<file path="config.mk">
export PLATFORM = sky130hd
export DESIGN_NAME = axi_err_slave_flat
export DESIGN_NICKNAME = d
export VERILOG_FILES = /design/src/rtl/axi_err_slave_if.sv /design/src/rtl/axi_err_slave.sv /design/src/flat_wrapper.sv
export SDC_FILE = /design/constraint.sdc
export NUM_CORES = 1
export LEC_CHECK = 0
export BUFFER_PORTS_ARGS = -buffer_cell sky130_fd_sc_hd__buf_2
export CORE_UTILIZATION = 45
export CTS_CLUSTER_DIAMETER = 50
export DETAILED_ROUTE_END_ITERATION = 6
export GPL_ROUTABILITY_DRIVEN = 0
export HOLD_SLACK_MARGIN = 0.03
export PLACE_DENSITY = 0.86
export REMOVE_ABC_BUFFERS = 1
export SLEW_MARGIN = 25
export SYNTH_ARGS = -nofsm -noshare
export SYNTH_HDL_FRONTEND = slang
export SYNTH_SLANG_ARGS = --single-unit
</file>
<file path="constraint.sdc">
create_clock -name clk -period 8.47 [get_ports clk]
set_input_delay 1.694 -clock clk [delete_from_list [all_inputs] [get_ports clk]]
set_output_delay 1.694 -clock clk [all_outputs]
set_load 0.005 [all_outputs]
</file>
<file path="src/rtl/axi_err_slave_if.sv">
// AXI4 subset used by the error slave: AW/W/B/AR/R handshake signals.
// wdata/wstrb are deliberately absent because the terminator never inspects them.
interface axi_err_slave_if #(
  parameter int ID_WIDTH   = 5,
  parameter int DATA_WIDTH = 64
);
  logic [ID_WIDTH-1:0]   awid;
  logic [7:0]            awlen;
  logic                  awvalid;
  logic                  awready;

  logic                  wlast;
  logic                  wvalid;
  logic                  wready;

  logic [ID_WIDTH-1:0]   bid;
  logic [1:0]            bresp;
  logic                  bvalid;
  logic                  bready;

  logic [ID_WIDTH-1:0]   arid;
  logic [7:0]            arlen;
  logic                  arvalid;
  logic                  arready;

  logic [ID_WIDTH-1:0]   rid;
  logic [DATA_WIDTH-1:0] rdata;
  logic [1:0]            rresp;
  logic                  rlast;
  logic                  rvalid;
  logic                  rready;

  modport slave (
    input  awid, awlen, awvalid,
    output awready,
    input  wlast, wvalid,
    output wready,
    output bid, bresp, bvalid,
    input  bready,
    input  arid, arlen, arvalid,
    output arready,
    output rid, rdata, rresp, rlast, rvalid,
    input  rready
  );

  modport master (
    output awid, awlen, awvalid,
    input  awready,
    output wlast, wvalid,
    input  wready,
    input  bid, bresp, bvalid,
    output bready,
    output arid, arlen, arvalid,
    input  arready,
    input  rid, rdata, rresp, rlast, rvalid,
    output rready
  );
endinterface

</file>
<file path="src/rtl/axi_err_slave.sv">
// Terminating AXI4 slave: accepts any burst, drains write data and answers
// every transaction with DECERR so unmapped accesses never hang a master.
// Keeps a saturating count of completed error transactions for debug.
module axi_err_slave #(
  parameter int          ID_WIDTH      = 5,
  parameter int          DATA_WIDTH    = 64,
  parameter logic [63:0] RDATA_PATTERN = 64'hDEAD_BEEF_DEAD_BEEF,
  parameter int          CNT_WIDTH     = 16
) (
  input  logic                 clk,
  input  logic                 rst,
  axi_err_slave_if.slave       s_axi,
  output logic [CNT_WIDTH-1:0] err_cnt
);

  localparam logic [1:0] RESP_DECERR = 2'b11;

  typedef enum logic [1:0] {
    W_IDLE = 2'd0,
    W_DATA = 2'd1,
    W_RESP = 2'd2
  } w_state_t;

  typedef enum logic {
    R_IDLE = 1'b0,
    R_DATA = 1'b1
  } r_state_t;

  // Write path state and registered outputs
  w_state_t             r_wr_state;
  w_state_t             w_wr_next;
  logic                 r_awready;
  logic                 r_wready;
  logic                 r_bvalid;
  logic [ID_WIDTH-1:0]  r_bid;

  // Read path state and registered outputs
  r_state_t             r_rd_state;
  r_state_t             w_rd_next;
  logic                 r_arready;
  logic                 r_rvalid;
  logic                 r_rlast;
  logic [ID_WIDTH-1:0]  r_rid;
  logic [7:0]           r_rcnt;
  logic [7:0]           w_rcnt_next;

  // Error counter
  logic [CNT_WIDTH-1:0] r_err_cnt;
  logic [CNT_WIDTH-1:0] w_err_next;
  logic [CNT_WIDTH:0]   w_err_sum;
  logic [1:0]           w_err_inc;

  // Handshakes are qualified with the registered ready/valid outputs
  logic w_aw_hs;
  logic w_w_hs;
  logic w_b_hs;
  logic w_ar_hs;
  logic w_r_hs;
  logic w_rfinal_hs;

  assign w_aw_hs     = s_axi.awvalid & r_awready;
  assign w_w_hs      = s_axi.wvalid  & r_wready;
  assign w_b_hs      = r_bvalid      & s_axi.bready;
  assign w_ar_hs     = s_axi.arvalid & r_arready;
  assign w_r_hs      = r_rvalid      & s_axi.rready;
  assign w_rfinal_hs = w_r_hs & r_rlast;

  // Write FSM next state: address, drain beats until wlast, then one B response
  always_comb begin
    w_wr_next = r_wr_state;
    case (r_wr_state)
      W_IDLE: begin
        if (w_aw_hs) w_wr_next = W_DATA;
        else         w_wr_next = W_IDLE;
      end
      W_DATA: begin
        if (w_w_hs && s_axi.wlast) w_wr_next = W_RESP;
        else                       w_wr_next = W_DATA;
      end
      W_RESP: begin
        if (w_b_hs) w_wr_next = W_IDLE;
        else        w_wr_next = W_RESP;
      end
      default: w_wr_next = W_IDLE;
    endcase
  end

  // Write FSM state register; readies/valids are registered from the next state
  always_ff @(posedge clk or posedge rst) begin
    if (rst) begin
      r_wr_state <= W_IDLE;
      r_awready  <= 1'b0;
      r_wready   <= 1'b0;
      r_bvalid   <= 1'b0;
      r_bid      <= {ID_WIDTH{1'b0}};
    end else begin
      r_wr_state <= w_wr_next;
      r_awready  <= (w_wr_next == W_IDLE);
      r_wready   <= (w_wr_next == W_DATA);
      r_bvalid   <= (w_wr_next == W_RESP);
      if (w_aw_hs) r_bid <= s_axi.awid;
      else         r_bid <= r_bid;
    end
  end

  // Read FSM next state and beat counter: counter holds beats remaining after the current one
  always_comb begin
    w_rd_next   = r_rd_state;
    w_rcnt_next = r_rcnt;
    case (r_rd_state)
      R_IDLE: begin
        if (w_ar_hs) begin
          w_rd_next   = R_DATA;
          w_rcnt_next = s_axi.arlen;
        end else begin
          w_rd_next   = R_IDLE;
          w_rcnt_next = r_rcnt;
        end
      end
      R_DATA: begin
        if (w_rfinal_hs) begin
          w_rd_next   = R_IDLE;
          w_rcnt_next = 8'd0;
        end else if (w_r_hs) begin
          w_rd_next   = R_DATA;
          w_rcnt_next = r_rcnt - 8'd1;
        end else begin
          w_rd_next   = R_DATA;
          w_rcnt_next = r_rcnt;
        end
      end
      default: begin
        w_rd_next   = R_IDLE;
        w_rcnt_next = 8'd0;
      end
    endcase
  end

  // Read FSM state register; rlast is precomputed so it is stable across stalls
  always_ff @(posedge clk or posedge rst) begin
    if (rst) begin
      r_rd_state <= R_IDLE;
      r_arready  <= 1'b0;
      r_rvalid   <= 1'b0;
      r_rlast    <= 1'b0;
      r_rid      <= {ID_WIDTH{1'b0}};
      r_rcnt     <= 8'd0;
    end else begin
      r_rd_state <= w_rd_next;
      r_arready  <= (w_rd_next == R_IDLE);
      r_rvalid   <= (w_rd_next == R_DATA);
      r_rlast    <= (w_rd_next == R_DATA) && (w_rcnt_next == 8'd0);
      r_rcnt     <= w_rcnt_next;
      if (w_ar_hs) r_rid <= s_axi.arid;
      else         r_rid <= r_rid;
    end
  end

  // Saturating increment: B and final-R completions may land in the same cycle
  always_comb begin
    w_err_inc = {1'b0, w_b_hs} + {1'b0, w_rfinal_hs};
    w_err_sum = {1'b0, r_err_cnt} + {{(CNT_WIDTH - 1){1'b0}}, w_err_inc};
    if (w_err_sum[CNT_WIDTH]) begin
      w_err_next = {CNT_WIDTH{1'b1}};
    end else begin
      w_err_next = w_err_sum[CNT_WIDTH-1:0];
    end
  end

  // Error counter register
  always_ff @(posedge clk or posedge rst) begin
    if (rst) begin
      r_err_cnt <= {CNT_WIDTH{1'b0}};
    end else begin
      r_err_cnt <= w_err_next;
    end
  end

  assign s_axi.awready = r_awready;
  assign s_axi.wready  = r_wready;
  assign s_axi.bvalid  = r_bvalid;
  assign s_axi.bid     = r_bid;
  assign s_axi.bresp   = RESP_DECERR;
  assign s_axi.arready = r_arready;
  assign s_axi.rvalid  = r_rvalid;
  assign s_axi.rlast   = r_rlast;
  assign s_axi.rid     = r_rid;
  assign s_axi.rresp   = RESP_DECERR;
  assign s_axi.rdata   = RDATA_PATTERN[DATA_WIDTH-1:0];
  assign err_cnt       = r_err_cnt;

endmodule

</file>
<file path="src/flat_wrapper.sv">
// flat-port wrapper written by rule: the top's interface ports become plain ports
module axi_err_slave_flat 
#(
  parameter int          ID_WIDTH      = 5,
  parameter int          DATA_WIDTH    = 64,
  parameter logic [63:0] RDATA_PATTERN = 64'hDEAD_BEEF_DEAD_BEEF,
  parameter int          CNT_WIDTH     = 16
)
  (clk, rst, err_cnt, s_axi_awid, s_axi_awlen, s_axi_awvalid, s_axi_awready, s_axi_wlast, s_axi_wvalid, s_axi_wready, s_axi_bid, s_axi_bresp, s_axi_bvalid, s_axi_bready, s_axi_arid, s_axi_arlen, s_axi_arvalid, s_axi_arready, s_axi_rid, s_axi_rdata, s_axi_rresp, s_axi_rlast, s_axi_rvalid, s_axi_rready);
  axi_err_slave_if #(.ID_WIDTH(ID_WIDTH), .DATA_WIDTH(DATA_WIDTH)) s_axi_i ();
  input  logic clk;
  input  logic rst;
  output logic [CNT_WIDTH-1:0] err_cnt;
  input wire logic [$bits(s_axi_i.awid)-1:0] s_axi_awid;
  input wire logic [$bits(s_axi_i.awlen)-1:0] s_axi_awlen;
  input wire logic [$bits(s_axi_i.awvalid)-1:0] s_axi_awvalid;
  output wire logic [$bits(s_axi_i.awready)-1:0] s_axi_awready;
  input wire logic [$bits(s_axi_i.wlast)-1:0] s_axi_wlast;
  input wire logic [$bits(s_axi_i.wvalid)-1:0] s_axi_wvalid;
  output wire logic [$bits(s_axi_i.wready)-1:0] s_axi_wready;
  output wire logic [$bits(s_axi_i.bid)-1:0] s_axi_bid;
  output wire logic [$bits(s_axi_i.bresp)-1:0] s_axi_bresp;
  output wire logic [$bits(s_axi_i.bvalid)-1:0] s_axi_bvalid;
  input wire logic [$bits(s_axi_i.bready)-1:0] s_axi_bready;
  input wire logic [$bits(s_axi_i.arid)-1:0] s_axi_arid;
  input wire logic [$bits(s_axi_i.arlen)-1:0] s_axi_arlen;
  input wire logic [$bits(s_axi_i.arvalid)-1:0] s_axi_arvalid;
  output wire logic [$bits(s_axi_i.arready)-1:0] s_axi_arready;
  output wire logic [$bits(s_axi_i.rid)-1:0] s_axi_rid;
  output wire logic [$bits(s_axi_i.rdata)-1:0] s_axi_rdata;
  output wire logic [$bits(s_axi_i.rresp)-1:0] s_axi_rresp;
  output wire logic [$bits(s_axi_i.rlast)-1:0] s_axi_rlast;
  output wire logic [$bits(s_axi_i.rvalid)-1:0] s_axi_rvalid;
  input wire logic [$bits(s_axi_i.rready)-1:0] s_axi_rready;
  assign s_axi_i.awid = s_axi_awid;
  assign s_axi_i.awlen = s_axi_awlen;
  assign s_axi_i.awvalid = s_axi_awvalid;
  assign s_axi_awready = s_axi_i.awready;
  assign s_axi_i.wlast = s_axi_wlast;
  assign s_axi_i.wvalid = s_axi_wvalid;
  assign s_axi_wready = s_axi_i.wready;
  assign s_axi_bid = s_axi_i.bid;
  assign s_axi_bresp = s_axi_i.bresp;
  assign s_axi_bvalid = s_axi_i.bvalid;
  assign s_axi_i.bready = s_axi_bready;
  assign s_axi_i.arid = s_axi_arid;
  assign s_axi_i.arlen = s_axi_arlen;
  assign s_axi_i.arvalid = s_axi_arvalid;
  assign s_axi_arready = s_axi_i.arready;
  assign s_axi_rid = s_axi_i.rid;
  assign s_axi_rdata = s_axi_i.rdata;
  assign s_axi_rresp = s_axi_i.rresp;
  assign s_axi_rlast = s_axi_i.rlast;
  assign s_axi_rvalid = s_axi_i.rvalid;
  assign s_axi_i.rready = s_axi_rready;
  axi_err_slave #(.ID_WIDTH(ID_WIDTH), .DATA_WIDTH(DATA_WIDTH), .RDATA_PATTERN(RDATA_PATTERN), .CNT_WIDTH(CNT_WIDTH)) u_core (.clk(clk), .rst(rst), .s_axi(s_axi_i), .err_cnt(err_cnt));
endmodule
</file>
==> results.txt, run 1 <==
Clock Latency Late Sink: 290 ps
Largest net degree at the start of global routing: 43
Pleak: 1.51 nW
Clock network power share: 17.9%
Final layout net count: 363
Final hold viol count: 0
Origin of the critical flop-to-flop path: u_core.r_rd_state$_DFF_PP0_
DRT Pass-1 Iters: 4
Clock-pin transition on the worst setup and hold timing paths: 80 ps
Final sum of negative setup slack: 0 ps
Timing startpoint of the critical path: s_axi_rready
Post-DP HPWL: 3.52 mm
Top cell by count, worst path: sky130_fd_sc_hd__nand3_1
CP cell instances: buf_2, nand3_1, fa_1, inv_1, ha_1, nand4_1, nor2_1, nand3_1, nand2_1
Total via count after detailed routing: 1917
Row cnt: 27
Clock buffers created by TritonCTS: 5
Hold Path Stages: 1
Utilization after layout: 50.6%
YS warnings: 0
Async set-or-reset flop fraction in the synthesized netlist: 100%
Sequential element share of the synthesized area: 40.2%
Clock Path Buffers: 2
Port Buf Inserts: 57
Period minus WS final: 3610 ps
Global-route wire length before repair: 8.02 mm
Worst-case hold slack: 507 ps
Clk Tree Root Cell: sky130_fd_sc_hd__clkbuf_8
Global routing usage summed across all routing layers: 16.7%
Initial antenna violation count: 0
Via density per instance: 4.80
Final-report max-slew violation count: 0
Avg WL per Cell: 12.0 um
Power density over the cells: 265 nW/um^2
Count of cell types in the netlist: 47
Core Footprint: 5540 um^2
Max Clock Skew: 9.14 ps
Effective utilization at floorplan: 47.1%
Starting DRC count in detailed routing: 119
Mapped Area: 2610 um^2
Ys flop type: sky130_fd_sc_hd__dfrtp_1
Reg power frac: 45.8%
Mapped Cells: 268
Dominant cells by area after synthesis: sky130_fd_sc_hd__dfrtp_1 (40%), sky130_fd_sc_hd__buf_4 (20%), sky130_fd_sc_hd__mux2_2 (5.6%)
Required time of the worst setup path: 8680 ps
Worst setup EP type: flop
Via count of the first global-routing pass: 1766
Critical R2R Capture: u_core.err_cnt[11]$_DFF_PP0_
Final antenna diode count: 0
FMAX: 277 MHz
Share of the cycle needed by the critical path after routing: 42.6%
Antenna viol nets, final: 0
Final worst slack: 4860 ps
Internal portion of total power: 0.475 mW
Avg Inst Size Synth: 9.74 um^2
Worst R2R Setup Slack: 5600 ps
Total net switching power: 0.267 mW
Master of the slowest instance on the critical path: sky130_fd_sc_hd__nand3_1
EDFF count, synth: 0
Unrepaired setup endpoints after global routing: false
Arrival time of data at the critical path endpoint: 3820 ps
Top post-synthesis cells by count: sky130_fd_sc_hd__buf_4 (68), sky130_fd_sc_hd__dfrtp_1 (42), sky130_fd_sc_hd__nand2_1 (24), sky130_fd_sc_hd__mux2_2 (13), sky130_fd_sc_hd__inv_1 (12)
Placement-stage worst setup slack: 4540 ps
Remaining Overflow, GRT: 0
Crit path max fanout: 13
Die Area: 6110 um^2
Resized cells post-CTS: 0
Layout-stage area growth over the synthesis result: 7.28%
Share of post-route cells with drive strength above 1: 25.7%
Worst hold endpoint: u_core.s_axi.bid[1]$_DFFE_PP0P_
Post-CTS setup buffers: 0
#FFs+latches synth: 42
Status: finished clean
Most repeated cell in the gate-level netlist after synthesis: sky130_fd_sc_hd__buf_4
Leading area contributor after synthesis: sky130_fd_sc_hd__dfrtp_1
Die Span Y: 78.2 um
Path class of the lowest-slack min-delay path: reg -> reg
Worst-Margin Slew: 719 ps
Residual DRC count: 0
CTS Hold Bufs: 0
Remaining max-slew budget at the tightest pin: 52.0%
Setup violation total in the final timing report: 0
Startpoint of the most critical hold path: u_core.s_axi.bid[1]$_DFFE_PP0P_
Proportion of netlist area held by the largest area contributor: 40.2%
# Max-Cap Violations: 0
Die boundary width: 78.2 um
Peak ir drop on the vdd network: 0.131 mV
Switching Fraction: 36.0%
Clock sink count: 42
Overall Power: 0.742 mW
Delay contributed by the slowest stage of the critical path: 450 ps
Max H-tree Level: 2
Setup crit start kind: input pin
Worst setup path category: in -> reg
Count of cells along the worst register-to-register path: 8
Combinational cell fraction of total power: 36.3%
TritonCTS clock tree: yes
Total routed wirelength: 4.80 mm
Number of top-level pins: 134
logic make-up (layout without fill, tap and decap cells):
logic type | after synthesis | in the layout | share of synthesized area [%]
fa+ha+maj | 3 | 3 | 1.72
buf+inv | 85 | 78 | 22.1
simple gates | 73 | 73 | 15.4
flops | 42 | 42 | 40.2
xor+xnor | 13 | 13 | 4.36
compound gates | 30 | 30 | 7.52
mux | 20 | 20 | 8.34
other cells | 2 | 68 | 0.288
cells in the final DEF (no fill, tap or decap), types with 7 or more instances in the layout:
cell	n
sky130_fd_sc_hd__mux2_2	13
sky130_fd_sc_hd__conb_1	68
sky130_fd_sc_hd__inv_1	12
sky130_fd_sc_hd__nor2_1	11
sky130_fd_sc_hd__dfrtp_1	42
sky130_fd_sc_hd__buf_2	57
sky130_fd_sc_hd__nand3_1	7
sky130_fd_sc_hd__nand2_1	24
sky130_fd_sc_hd__xnor2_1	7
layout make-up:
type                            instances  area, um^2
Clock buffer                            7        86.3
Clock inverter                          1        5.00
Fill cell                             541        2740
Inverter                               12        45.0
Multi-Input combinational cell        207        1230
Sequential cell                        42        1050
Tap cell                               72        90.1
Timing Repair Buffer                   58         293
power groups by stage:
stage	combinational (mW)	clock, mW	sequential [mW]
finish	0.270	0.133	0.340
global route	0.309	0.149	0.352
CTS	0.272	0.139	0.340
detailed placement	0.272	0	0.342
global placement	0.260	0	0.337
floorplan	0.180	0	0.333
worst max path at each step:
stage	slack, ps	cells past startpoint	end
floorplan	5060	7	u_core.err_cnt[15]$_DFF_PP0_
global placement	4580	8	u_core.err_cnt[15]$_DFF_PP0_
detailed placement	4540	9	u_core.err_cnt[11]$_DFF_PP0_
CTS	4820	9	u_core.err_cnt[11]$_DFF_PP0_
global route	4630	9	u_core.err_cnt[1]$_DFF_PP0_
finish	4860	9	u_core.err_cnt[11]$_DFF_PP0_
state kept, by name (all words and copies together), names as in the netlist, 2 cells and up:
name	cells
u_core.err_cnt	16
u_core.r_rcnt	8
u_core.r_wr_state	2
u_core.s_axi.bid	5
u_core.s_axi.rid	5
critical path: cells and delay by family:
kind,cells,cell delay [ps]
adders and majority gates,2,650
and+or+nand+nor,5,1220
buffers and inverters,2,250
through the flow:
stage	area, um^2	std cells
after floorplan	2330	261
after CTS	2800	399
after detailed placement	2710	391
final	2800	399
after global placement	2710	391
after global routing	2800	399
metal layers:
metal | routed length (um) | up-vias | global-route usage [%]
met1 | 2110 | 932 | 21.4
met5 | 0 | - | 0
li1 | - | 885 | -
met3 | 314 | 8 | 4.88
met4 | 74 | 0 | 7.22
met2 | 2300 | 92 | 26.3
Power figures use the tool's default switching activity.
==> run 2, diff against run 1 <==
CORE_UTILIZATION = 41   (was 45)
PLACE_DENSITY = 0.83   (was 0.86)
clock period = 3.25 ns   (was 8.47 ns; I/O delays follow)
==> results.txt, run 2 (synthesis results as in run 1) <==
Status: finished clean (unchanged)
Delay contributed by the slowest stage of the critical path: 430 ps (was 450 ps)
# Max-Cap Violations: 0 (unchanged)
Core Footprint: 6030 um^2 (was 5540 um^2)
Final hold viol count: 0 (unchanged)
Flip-flop count of the largest register after layout: 16 (unchanged)
Share of post-route cells with drive strength above 1: 26.0% (was 25.7%)
Final-report max-slew violation count: 0 (unchanged)
Starting DRC count in detailed routing: 94 (was 119)
Utilization after layout: 47.0% (was 50.6%)
Placement-stage worst setup slack: 382 ps (was 4540 ps)
Clock buffers created by TritonCTS: 5 (unchanged)
Global-route wire length before repair: 7.73 mm (was 8.02 mm)
Kind of cell with the highest combined delay on the critical path: simple AND/OR/NAND/NOR gates (unchanged)
Avg WL per Cell: 11.7 um (was 12.0 um)
Clock-pin transition on the worst setup and hold timing paths: 80 ps (about the same)
Worst-Margin Slew: 776 ps (was 719 ps)
Master of the slowest instance on the critical path: sky130_fd_sc_hd__nand3_1 (unchanged)
Effective utilization at floorplan: 43.3% (was 47.1%)
Setup crit start kind: input pin (unchanged)
Final worst slack: 731 ps (was 4860 ps)
Total routed wirelength: 4.72 mm (was 4.80 mm)
Post-DP HPWL: 3.54 mm (was 3.52 mm)
Final sum of negative setup slack: 0 ps (unchanged)
FMAX: 397 MHz
Worst setup EP type: flop (unchanged)
Global routing usage summed across all routing layers: 15.1% (was 16.7%)
Final Non-Filler Cells: 402 (was 399)
Remaining max-slew budget at the tightest pin: 47.9% (was 52.0%)
Top cell by count, worst path: sky130_fd_sc_hd__nand3_1 (unchanged)
CTS Hold Bufs: 0 (unchanged)
Most common cell after layout, fill and taps aside: sky130_fd_sc_hd__conb_1 (unchanged)
Final antenna diode count: 0 (unchanged)
Die Area: 6690 um^2 (was 6110 um^2)
Clock Path Buffers: 2 (unchanged)
Setup violation total in the final timing report: 0 (unchanged)
Clk Tree Root Cell: sky130_fd_sc_hd__clkbuf_8 (unchanged)
CP cell instances: buf_2, nand3_1, fa_1, inv_1, ha_1, nand4_1, nor2_1, nand3_1, o21ai_0 (was buf_2, nand3_1, fa_1, inv_1, ha_1, nand4_1, nor2_1, nand3_1, nand2_1)
Resized cells post-CTS: 0 (unchanged)
Initial antenna violation count: 0 (unchanged)
Via density per instance: 4.52 (was 4.80)
Max Clock Skew: 8.46 ps (was 9.14 ps)
Residual DRC count: 0 (unchanged)
Port Buf Inserts: 57 (unchanged)
Layout-stage area growth over the synthesis result: 8.53% (was 7.28%)
Buf+Inv Stages, Crit Path: 2 (unchanged)
Total via count after detailed routing: 1818 (was 1917)
Clock Latency Late Sink: 290 ps (about the same)
DRT Pass-1 Iters: 4 (unchanged)
Path class of the lowest-slack min-delay path: in -> async (was reg -> reg)
Period minus WS final: 2520 ps
Row cnt: 28 (was 27)
Post-CTS setup buffers: 0 (unchanged)
Pleak: 1.52 nW (was 1.51 nW)
Peak ir drop on the vdd network: 0.352 mV (was 0.131 mV)
Max H-tree Level: 2 (unchanged)
Required time of the worst setup path: 3460 ps (was 8680 ps)
Most used cells in the layout excluding fill and tap cells: sky130_fd_sc_hd__conb_1 (68), sky130_fd_sc_hd__buf_2 (57), sky130_fd_sc_hd__dfrtp_1 (42), sky130_fd_sc_hd__nand2_1 (24), sky130_fd_sc_hd__mux2_2 (13) (unchanged)
Number of top-level pins: 134 (unchanged)
Worst setup path category: in -> reg (unchanged)
TritonCTS clock tree: yes (unchanged)
Placed cell count: 395 (was 391)
Die boundary width: 81.8 um (was 78.2 um)
Via count of the first global-routing pass: 1702 (was 1766)
Overall Power: 2.02 mW (was 0.742 mW)
Antenna viol nets, final: 0 (unchanged)
Remaining Overflow, GRT: 0 (unchanged)
Share of the cycle needed by the critical path after routing: 77.5%
Clock sink count: 42 (unchanged)
Crit path max fanout: 13 (unchanged)
Largest net degree at the start of global routing: 23 (was 43)
Unrepaired setup endpoints after global routing: false (unchanged)
Arrival time of data at the critical path endpoint: 2730 ps (was 3820 ps)
Final layout net count: 364 (was 363)
Die Span Y: 81.8 um (was 78.2 um)
Power density over the cells: 711 nW/um^2 (was 265 nW/um^2)
## run 2: cell count changes in the layout (fill, tap and decap cells not counted)
cell / previous run / this run
sky130_fd_sc_hd__buf_4: 1 / 2
sky130_fd_sc_hd__bufinv_16: 0 / 1
sky130_fd_sc_hd__clkbuf_1: 1 / 0
sky130_fd_sc_hd__clkinv_1: 0 / 1
sky130_fd_sc_hd__clkinv_2: 1 / 0
sky130_fd_sc_hd__inv_1: 12 / 11
## run 2: routing by layer
metal / global-route usage, % / routed length [um] / up-vias
met1: 18.6 / 2000 / 846
met2: 25.8 / 2370 / 80
met4: 4.04 / 38 / 0
met3: 4.11 / 306 / 4
li1: - / - / 888
met5: 0 / 0 / -
## run 2: final cells by class
class                      count  area [um^2]
clock buffer                   6         82.6
clock inverter                 1         30.0
fill                         613         3190
inverter                      12         45.0
multi-input combinational    207         1230
sequential                    42         1050
tap                           75         93.8
timing repair buffer          59          300
## run 2: worst paths after layout
check / from / endpoint / slack, ps / depth (start not counted)
worst max-delay path: s_axi_rready / u_core.err_cnt[4]$_DFF_PP0_ / 730 / 9
worst min-delay path: rst / u_core.err_cnt[14]$_DFF_PP0_ / 400 / 2
worst max register to register: u_core.s_axi.rlast$_DFF_PP0_ / u_core.err_cnt[4]$_DFF_PP0_ / 830 / 8
worst min register to register: u_core.s_axi.rid[2]$_DFFE_PP0P_ / u_core.s_axi.rid[2]$_DFFE_PP0P_ / 500 / 1
max in group asynchronous: rst / u_core.s_axi.rid[0]$_DFFE_PP0P_ / 2140 / 3
min in group clk: u_core.s_axi.rid[2]$_DFFE_PP0P_ / u_core.s_axi.rid[2]$_DFFE_PP0P_ / 500 / 1
## run 2: per-stage QoR
step	cell area [um^2]	hold slack, ps
floorplan	2330	475
global placement	2720	481
detailed placement	2720	488
CTS	2830	415
global route	2830	455
finish	2830	398
## run 2: power breakdown
| group | switching, mW | leakage [nW] | internal, mW |
|---|---|---|---|
| registers | 0.152 | 0.533 | 0.702 |
| clock network | 0.173 | 0.0573 | 0.246 |
| logic | 0.372 | 0.927 | 0.371 |
==> run 3, diff against run 2 <==
clock period = 2.25 ns   (was 3.25 ns; I/O delays follow)
==> results.txt, run 3 (synthesis results as in run 1) <==
Die Span Y: 81.8 um (unchanged)
Period minus WS final: 2080 ps
Die Area: 6690 um^2 (unchanged)
Switching Fraction: 36.5% (was 34.6%)
Remaining max-slew budget at the tightest pin: 64.0% (was 47.9%)
Remaining Overflow, GRT: 0 (unchanged)
Unrepaired setup endpoints after global routing: false (unchanged)
Effective utilization at floorplan: 43.3% (unchanged)
Post-CTS setup buffers: 0 (unchanged)
Area taken by multi-input logic gates: 1230 um^2 (unchanged)
Worst setup path category: reg -> reg (was in -> reg)
Clock network power share: 17.6% (was 20.8%)
Arrival time of data at the critical path endpoint: 2270 ps (was 2730 ps)
Share of post-route cells with drive strength above 1: 28.0% (was 26.0%)
Max Clock Skew: 9.51 ps (was 8.46 ps)
Starting DRC count in detailed routing: 54 (was 94)
Via count of the first global-routing pass: 1717 (was 1702)
Post-Place Cell Area: 2780 um^2 (was 2720 um^2)
Clock Path Buffers: 2 (unchanged)
Global-route wire length before repair: 7.79 mm (was 7.73 mm)
Setup crit start kind: flop (was input pin)
Final worst slack: 167 ps (was 731 ps)
Clock Latency Late Sink: 300 ps (was 290 ps)
Met2 track utilization from global routing: 25.9% (was 25.8%)
Total routed wirelength: 4.69 mm (was 4.72 mm)
FMAX: 480 MHz
Internal portion of total power: 1.78 mW (was 1.32 mW)
Status: finished clean (unchanged)
Crit path max fanout: 3 (was 13)
Met3 track demand over resource in global routing: 4.33% (was 4.11%)
Combinational cell fraction of total power: 39.0% (was 36.9%)
Port Buf Inserts: 57 (unchanged)
Placement-stage worst setup slack: -36.7 ps (was 382 ps)
Pleak: 1.54 nW (was 1.52 nW)
Global routing usage summed across all routing layers: 15.3% (was 15.1%)
Via density per instance: 4.54 (was 4.52)
Busiest metal layer after global routing: met2 (unchanged)
Initial antenna violation count: 0 (unchanged)
Sequential cell area: 1050 um^2 (unchanged)
DRT Pass-1 Iters: 4 (unchanged)
# Max-Cap Violations: 0 (unchanged)
CTS Hold Bufs: 0 (unchanged)
Clock-pin transition on the worst setup and hold timing paths: 90 ps (was 80 ps)
Residual DRC count: 0 (unchanged)
Final layout net count: 372 (was 364)
Most used cells in the layout excluding fill and tap cells: sky130_fd_sc_hd__conb_1 (68), sky130_fd_sc_hd__buf_2 (57), sky130_fd_sc_hd__dfrtp_1 (42), sky130_fd_sc_hd__nand2_1 (24), sky130_fd_sc_hd__mux2_2 (13) (unchanged)
Design area: 2870 um^2 (was 2830 um^2)
Worst setup EP type: flop (unchanged)
Final-report max-slew violation count: 0 (unchanged)
Overall Power: 2.81 mW (was 2.02 mW)
Peak ir drop on the vdd network: 0.506 mV (was 0.352 mV)
Largest net degree at the start of global routing: 43 (was 23)
Row cnt: 28 (unchanged)
Antenna viol nets, final: 0 (unchanged)
Resized cells post-CTS: 0 (unchanged)
Required time of the worst setup path: 2440 ps (was 3460 ps)
Clock sink count: 42 (unchanged)
Avg WL per Cell: 11.4 um (was 11.7 um)
Die boundary width: 81.8 um (unchanged)
Core Footprint: 6030 um^2 (unchanged)
Reg power frac: 43.4% (was 42.3%)
Path class of the lowest-slack min-delay path: in -> async (unchanged)
Setup violation total in the final timing report: 0 (unchanged)
Post-DP HPWL: 3.53 mm (was 3.54 mm)
Flip-flop count of the largest register after layout: 16 (unchanged)
Fillers: 586 (was 613)
Worst-Margin Slew: 540 ps (was 776 ps)
Clk Tree Root Cell: sky130_fd_sc_hd__clkbuf_8 (unchanged)
Final hold viol count: 0 (unchanged)
Most common cell after layout, fill and taps aside: sky130_fd_sc_hd__conb_1 (unchanged)
Met1 capacity usage during global routing: 18.4% (was 18.6%)
Max H-tree Level: 2 (unchanged)
Number of top-level pins: 134 (unchanged)
Power density over the cells: 978 nW/um^2 (was 711 nW/um^2)
Clock buffers created by TritonCTS: 5 (unchanged)
TritonCTS clock tree: yes (unchanged)
Share of the cycle needed by the critical path after routing: 92.6%
Total via count after detailed routing: 1864 (was 1818)
Final antenna diode count: 0 (unchanged)
Layout-stage area growth over the synthesis result: 9.97% (was 8.53%)
Total net switching power: 1.02 mW (was 0.697 mW)
-- run 3: changes by cell type in the layout (fill, tap and decap cells not counted) --
| cell | delta |
|---|---|
| sky130_fd_sc_hd__clkinv_4 | +1 |
| sky130_fd_sc_hd__bufinv_16 | -1 |
| sky130_fd_sc_hd__clkbuf_8 | -1 |
| sky130_fd_sc_hd__clkinv_2 | +1 |
| sky130_fd_sc_hd__clkinvlp_4 | +1 |
| sky130_fd_sc_hd__buf_4 | +8 |
-- run 3: cell type report --
class | count | area share (%)
Multi-Input combinational cell | 207 | 42.9
Sequential cell | 42 | 36.6
Timing Repair Buffer | 67 | 12.5
Tap cell | 75 | 3.27
Clock buffer | 5 | 2.40
Inverter | 12 | 1.57
Clock inverter | 3 | 0.741
-- run 3: path summary, 6_finish.rpt --
check	startpoint	slack, ps	end	cells past startpoint
max reg2reg	u_core.s_axi.bvalid$_DFF_PP0_	170	u_core.err_cnt[15]$_DFF_PP0_	7
max	u_core.s_axi.bvalid$_DFF_PP0_	170	u_core.err_cnt[15]$_DFF_PP0_	7
min	rst	270	u_core.r_rcnt[5]$_DFF_PP0_	3
max in group asynchronous	rst	1610	u_core.s_axi.rid[3]$_DFFE_PP0P_	3
min reg2reg	u_core.s_axi.rid[0]$_DFFE_PP0P_	500	u_core.s_axi.rid[0]$_DFFE_PP0P_	1
min in group clk	s_axi_awid[4]	380	u_core.s_axi.bid[4]$_DFFE_PP0P_	2
-- run 3: routing by layer --
layer / part of all wire, % / routed length, um
met1: 42 / 1960
met2: 50 / 2350
met3: 6.6 / 310
met4: 1.4 / 68
met5: 0 / 0
-- run 3: power by group through the flow --
stage / Sequential [mW] / Clock, mW / Combinational [mW]
2_1_floorplan: 1.25 / 0 / 0.678
3_3_place_gp: 1.22 / 0 / 1.08
3_5_place_dp: 1.23 / 0 / 1.11
4_1_cts: 1.22 / 0.523 / 1.11
5_1_grt: 1.26 / 0.550 / 1.27
6_report: 1.22 / 0.495 / 1.10
-- run 3: critical path: stages (launching register included) --
cell and delay (ps):
sky130_fd_sc_hd__dfrtp_1 380, sky130_fd_sc_hd__nand2_1 90, sky130_fd_sc_hd__fa_1 410, sky130_fd_sc_hd__nor2b_1 170, sky130_fd_sc_hd__nand4_1 130, sky130_fd_sc_hd__or3_4 350
sky130_fd_sc_hd__nor2_2 110, sky130_fd_sc_hd__mux2_1 320
-- run 3: metrics by stage --
stage	hold slack [ps]	utilization, %	setup TNS (ps)	std cells
4_1_cts	284	47.7	0	411
3_3_place_gp	481	46.2	-13.8	403
5_1_grt	318	47.7	0	411
6_report	267	47.7	0	411
2_1_floorplan	475	-	-503	261
3_5_place_dp	487	46.2	-36.7	403
